$ cat config.mk
export PLATFORM = sky130hd
export DESIGN_NAME = alu_arbiter
export DESIGN_NICKNAME = d
export VERILOG_FILES = /design/src/rtl/alu_arbiter.sv
export SDC_FILE = /design/constraint.sdc
export NUM_CORES = 1
export LEC_CHECK = 0
export BUFFER_PORTS_ARGS = -buffer_cell sky130_fd_sc_hd__buf_2
export CAP_MARGIN = 40
export CORE_AREA = 2 2 112 114
export CTS_CLUSTER_DIAMETER = 200
export CTS_CLUSTER_SIZE = 20
export DETAILED_ROUTE_END_ITERATION = 10
export DIE_AREA = 0 0 114 116
export GPL_TIMING_DRIVEN = 1
export PLACE_DENSITY = 0.72
export SYNTH_ARGS = -nofsm -noshare
export SYNTH_HDL_FRONTEND = slang
export SYNTH_SLANG_ARGS = --single-unit
$ cat constraint.sdc
create_clock -name clk -period 3.69 [get_ports clk]
set_input_delay 0.5535 -clock clk [delete_from_list [all_inputs] [get_ports clk]]
set_output_delay 0.5535 -clock clk [all_outputs]
set_load 0.02 [all_outputs]
$ cat src/rtl/alu_arbiter.sv
// alu_arbiter: shares one combinational ALU between two requesters.
//
// Requests arrive on valid/ready channels and are granted round-robin.
// The winner's operands are registered and drive the ALU for one cycle.
// The ALU result and flags are then captured. They are returned on the
// granted requester's response channel until that requester accepts them.
//
// Ports:
//   clk, reset               clock; synchronous active-low reset
//   req{0,1}_valid/ready     request handshake per requester
//   req{0,1}_ctrl/a/b/cin    ALU control code, operands, carry-in
//   rsp{0,1}_valid/ready     response handshake per requester
//   rsp_result, rsp_flags    captured ALUResult / ALUFlags {N,Z,C,V}
//   alu_a/b/ctrl/cin         to the ALU (registered operands only)
//   alu_result, alu_flags    from the ALU
//   busy                     high whenever an operation is in flight
module alu_arbiter #(
  parameter int unsigned WIDTH = 32
) (
  input  logic             clk,
  input  logic             reset,
  input  logic             req0_valid,
  output logic             req0_ready,
  input  logic [2:0]       req0_ctrl,
  input  logic [WIDTH-1:0] req0_a,
  input  logic [WIDTH-1:0] req0_b,
  input  logic             req0_cin,
  input  logic             req1_valid,
  output logic             req1_ready,
  input  logic [2:0]       req1_ctrl,
  input  logic [WIDTH-1:0] req1_a,
  input  logic [WIDTH-1:0] req1_b,
  input  logic             req1_cin,
  output logic             rsp0_valid,
  input  logic             rsp0_ready,
  output logic             rsp1_valid,
  input  logic             rsp1_ready,
  output logic [WIDTH-1:0] rsp_result,
  output logic [3:0]       rsp_flags,
  output logic [WIDTH-1:0] alu_a,
  output logic [WIDTH-1:0] alu_b,
  output logic [2:0]       alu_ctrl,
  output logic             alu_cin,
  input  logic [WIDTH-1:0] alu_result,
  input  logic [3:0]       alu_flags,
  output logic             busy
);

  typedef enum logic [1:0] {
    IDLE,
    ISSUE,
    RESP
  } state_t;

  state_t           state;
  logic             last_grant;
  logic             grant_id;
  logic             grant;
  logic             accept;
  logic [2:0]       op_ctrl;
  logic [WIDTH-1:0] op_a;
  logic [WIDTH-1:0] op_b;
  logic             op_cin;
  logic             rsp0_q;
  logic             rsp1_q;

  // Round-robin: on contention the requester that did not win last time
  // wins now; otherwise the only valid requester wins.
  always_comb begin
    if (req0_valid && req1_valid) begin
      grant = ~last_grant;
    end else begin
      grant = req1_valid;
    end
  end

  // Readies are combinational on the valids. They are gated by reset so
  // that nothing is accepted while reset is held.
  assign accept     = reset && (state == IDLE) && (req0_valid || req1_valid);
  assign req0_ready = accept && !grant;
  assign req1_ready = accept && grant;

  // The ALU sees only registered operands, never the request ports.
  assign alu_a    = op_a;
  assign alu_b    = op_b;
  assign alu_ctrl = op_ctrl;
  assign alu_cin  = op_cin;

  assign rsp0_valid = rsp0_q;
  assign rsp1_valid = rsp1_q;
  assign busy       = (state != IDLE);

  always_ff @(posedge clk) begin
    if (!reset) begin
      state      <= IDLE;
      last_grant <= 1'b1;
      grant_id   <= 1'b0;
      op_ctrl    <= '0;
      op_a       <= '0;
      op_b       <= '0;
      op_cin     <= 1'b0;
      rsp_result <= '0;
      rsp_flags  <= '0;
      rsp0_q     <= 1'b0;
      rsp1_q     <= 1'b0;
    end else begin
      unique case (state)
        IDLE: begin
          if (accept) begin
            grant_id   <= grant;
            last_grant <= grant;
            op_ctrl    <= grant ? req1_ctrl : req0_ctrl;
            op_a       <= grant ? req1_a    : req0_a;
            op_b       <= grant ? req1_b    : req0_b;
            op_cin     <= grant ? req1_cin  : req0_cin;
            state      <= ISSUE;
          end
        end
        ISSUE: begin
          // The ALU has had a full cycle to settle on the operand registers.
          rsp_result <= alu_result;
          rsp_flags  <= alu_flags;
          rsp0_q     <= !grant_id;
          rsp1_q     <= grant_id;
          state      <= RESP;
        end
        RESP: begin
          if (grant_id ? rsp1_ready : rsp0_ready) begin
            rsp0_q <= 1'b0;
            rsp1_q <= 1'b0;
            state  <= IDLE;
          end
        end
        default: begin
          state <= IDLE;
        end
      endcase
    end
  end

endmodule

==> results by group <==
STA
  • Slew Limit Fails: 0
  • Setup violators final: 0
  • Setup_tns: 0 ps
  • Hold WS: roughly 420 ps
  • Clock Skew: ~7 ps
  • Slew @ Worst Pin: 777 ps
  • Fmax: a little under 400 MHz
  • Unrepaired setup endpoints after global routing: no
  • Clock period minus worst slack: 2600 ps
  • Fin crit share: 0.703
  • Fin worst setup slack: 1090 ps
  • Fin. Hold Viols: 0
  • Max-slew headroom: 0.479

Critical path
  • Slowest stage cell, crit path: nor3b_4
  • Arrival @ worst endpoint: just over 2000 ps
  • RR Endpoint: alu_b[30]
  • WP data required: about 3100 ps
  • R2R cell count: 5
  • Reg-to-reg slack, setup: about 1500 ps
  • Reg-to-Reg Start: state[1]
  • Crit Path Max Fanout: 16
  • Slowest cell delay on critical path: 620 ps
  • Worst setup SP type: flop
  • Kind of end point of the critical path: output port
  • CP Class: flop to output port
  • CP cell instances: nor3b_4 -> nand2_1 -> nor2_1 -> buf_2

Detailed routing
  • Final WL: roughly 15,000 microns
  • DRT iter0 DRCs: a little under 300
  • TritonRoute pass-1 iters: 4
  • Post-DRT Antenna Nets: 0
  • Via density: just over 5
  • Routed len/inst: ~15 microns
  • Residual DRC: 0
  • Vias: ~5,100

Die
  • Die width: about 110 microns
  • Ports: approximately 290
  • Die Ht: about 120 microns
  • FP Rows: 40
  • Starting Density: 0.379
  • Die area: around 0.013 sq mm
  • Core footprint: around 0.012 sq mm

Placement
  • Dpl cell area: about 0.006 sq mm
  • Pre-CTS setup slack: approximately 1200 ps
  • HPWL after detailed placement: 10,600 microns
  • Number of instances in the placed design: roughly 960
  • I/O Buffers: approximately 290
  • RD Place Congestion: approximately 0.8

Clocking
  • CTS tree: built
  • Clock latency on the worst-skew pair: 350 ps
  • Htree depth: 3
  • Clock slew at the register clock pins of the worst setup and hold paths: ~70 ps
  • CTS Buf Count: 9
  • Count of hold-fix buffers inserted at cts: 0
  • Number of setup buffers added after CTS: 0
  • PostCTS Resize Cnt: 0
  • CTS Sinks: between 100 and 150
  • CTS root buffer: clkbuf_16
  • Worst-case clock buffer depth: 2

Cells and area
  • Area growth syn-to-layout: 40.3%
  • Share of cells above drive strength 1: 0.385
  • Filler cell count: 1,195
  • Nets: between 1,000 and 1,500
  • Final Non-Filler Cells: 978
  • Util after Layout: 0.532
  • Antenna Cells: 0
  • Post-route design area: 0.00634 sq mm

Power and ir drop
  • Sw Ratio: 0.292
  • Sequential share of power: 0.433
  • Logic pwr share: 0.222
  • Worst VDD drop: 0.000284 V
  • Pwr Total: approximately 3.1 mW
  • Clk network pwr share: 0.346
  • Power density cells: roughly 490 mW/mm^2
  • NetSw: 0.908 mW
  • P_leak: 3.01 nW
  • Int Power: ~2.2 mW

Synth
  • Ys Warns: 0
  • Top_reg_cell synth: dfxtp_1
  • Area share of the largest cell type after synthesis: 0.488
  • Synthesized Nets: between 700 and 800
  • Synth top area cells: dfxtp_1, nand2_1, a311oi_1, a21oi_1, clkbuf_1
  • Synth cell types: 24
  • Async S/R FF share, synth: 0
  • Post-synth EDFFs: 0
  • Mapped Area: approximately 0.0045 sq mm
  • Synth area leader: dfxtp_1
  • Post-synthesis sequential area ratio: 0.488
  • Synth Area per Inst: 7.86 sq um
  • Synthesized instance count: ~580
  • #FFs+latches synth: 110

Min path
  • Worst Hold Class: input pin to flop
  • Hold Crit Endpoint: last_grant
  • Hold Crit Depth: 2
  • Hold_sp: reset

Global route
  • Gr usage total: 0.214
  • Antenna violations before repair: 0
  • Largest net degree at the start of global routing: between 80 and 90
  • Vias in the first global route: ~4,700
  • First-pass GRT wire length: 22,600 microns
  • Total grt overflow: 0

Job
  • Max-cap violations: 0

Outcome
  • Run status: finished, final reports clean
-- cell families (layout without fill, tap and decap cells) --
logic type	Yosys count	count (layout)	synth area share
DFF	110	110	0.488
buffers and inverters	59	315	0.0554
muxes	1	1	0.00222
and+or+nand+nor	225	225	0.196
AOI/OAI and AO/OA	180	180	0.258
-- worst max-delay path by stage --
stage | start | to | slack, ps | depth (start not counted)
4_1_cts | state[1] | req0_ready | 1080 | 4
5_1_grt | state[1] | req0_ready | 1010 | 4
3_5_place_dp | reset | req0_ready | 1180 | 5
3_3_place_gp | reset | req0_ready | 1210 | 5
2_1_floorplan | reset | req1_ready | 1740 | 4
6_report | state[1] | req0_ready | 1090 | 4
-- per-layer routing --
metal / wire length (microns) / up-vias / track usage / share of wire
met2: 7340 / 227 / 0.370 / 0.49
li1: - / 2512 / - / -
met1: 6020 / 2301 / 0.259 / 0.40
met5: 0 / - / 0 / 0
met3: 1160 / 23 / 0.0471 / 0.078
met4: 364 / 0 / 0.0911 / 0.024
-- critical path: cells and delay by family (launching register included) --
family,cells,cell delay (ps)
AND/OR/NAND/NOR,3,1080
flip-flops,1,390
buffers and inverters,1,230
-- area by class of cell --
cell class | instances | area [sq um] | share of cell area
tap | 147 | 184 | 0.0290
inverter | 3 | 11.3 | 0.00178
clock inverter | 3 | 65.1 | 0.0103
timing repair buffer | 296 | 1530 | 0.242
clock buffer | 13 | 270 | 0.0426
multi-input combinational | 406 | 2070 | 0.327
sequential | 110 | 2200 | 0.347
-- synth_stat cells (2+ instances only) --
cell        n
nand2_1   211
dfxtp_1   110
a21oi_1   107
a311oi_1   68
clkbuf_1   34
buf_2      20
nor2_1      3
o21ai_0     3
inv_2       2
nand2b_1    2
nand3_1     2
-- power by group through the flow --
stage / sequential (mW) / combinational [mW] / clock [mW]
global route: 1.36 / 0.756 / 1.15
CTS: 1.35 / 0.696 / 1.10
finish: 1.35 / 0.689 / 1.07
global placement: 1.37 / 0.693 / 0
detailed placement: 1.37 / 0.695 / 0
floorplan: 1.49 / 0.298 / 0
-- flip-flops by register name (all words and copies together), names as in the netlist --
| name | count |
|---|---|
| alu_cin | 1 |
| state | 2 |
| alu_ctrl | 3 |
| alu_b | 32 |
| rsp1_valid | 1 |
| rsp_flags | 4 |
| grant_id | 1 |
| rsp0_valid | 1 |
| last_grant | 1 |
| alu_a | 32 |
| rsp_result | 32 |
-- cell usage in the layout (no fill, tap or decap) --
cell,n
a21bo_2,1
a21boi_4,1
a21oi_1,107
a311oi_1,68
buf_12,2
buf_2,286
buf_4,8
bufinv_16,2
clkbuf_1,1
clkbuf_16,9
clkbuf_8,3
clkinv_2,1
dfxtp_1,110
inv_1,1
inv_2,2
mux2i_1,1
nand2_1,211
nand2b_1,2
nand3_1,2
nand3b_1,1
nor2_1,3
nor2b_2,1
nor3b_1,1
nor3b_4,1
o21ai_0,3
or2_2,2
or3b_2,1
Note: power is estimated with default switching activity, not from simulation.
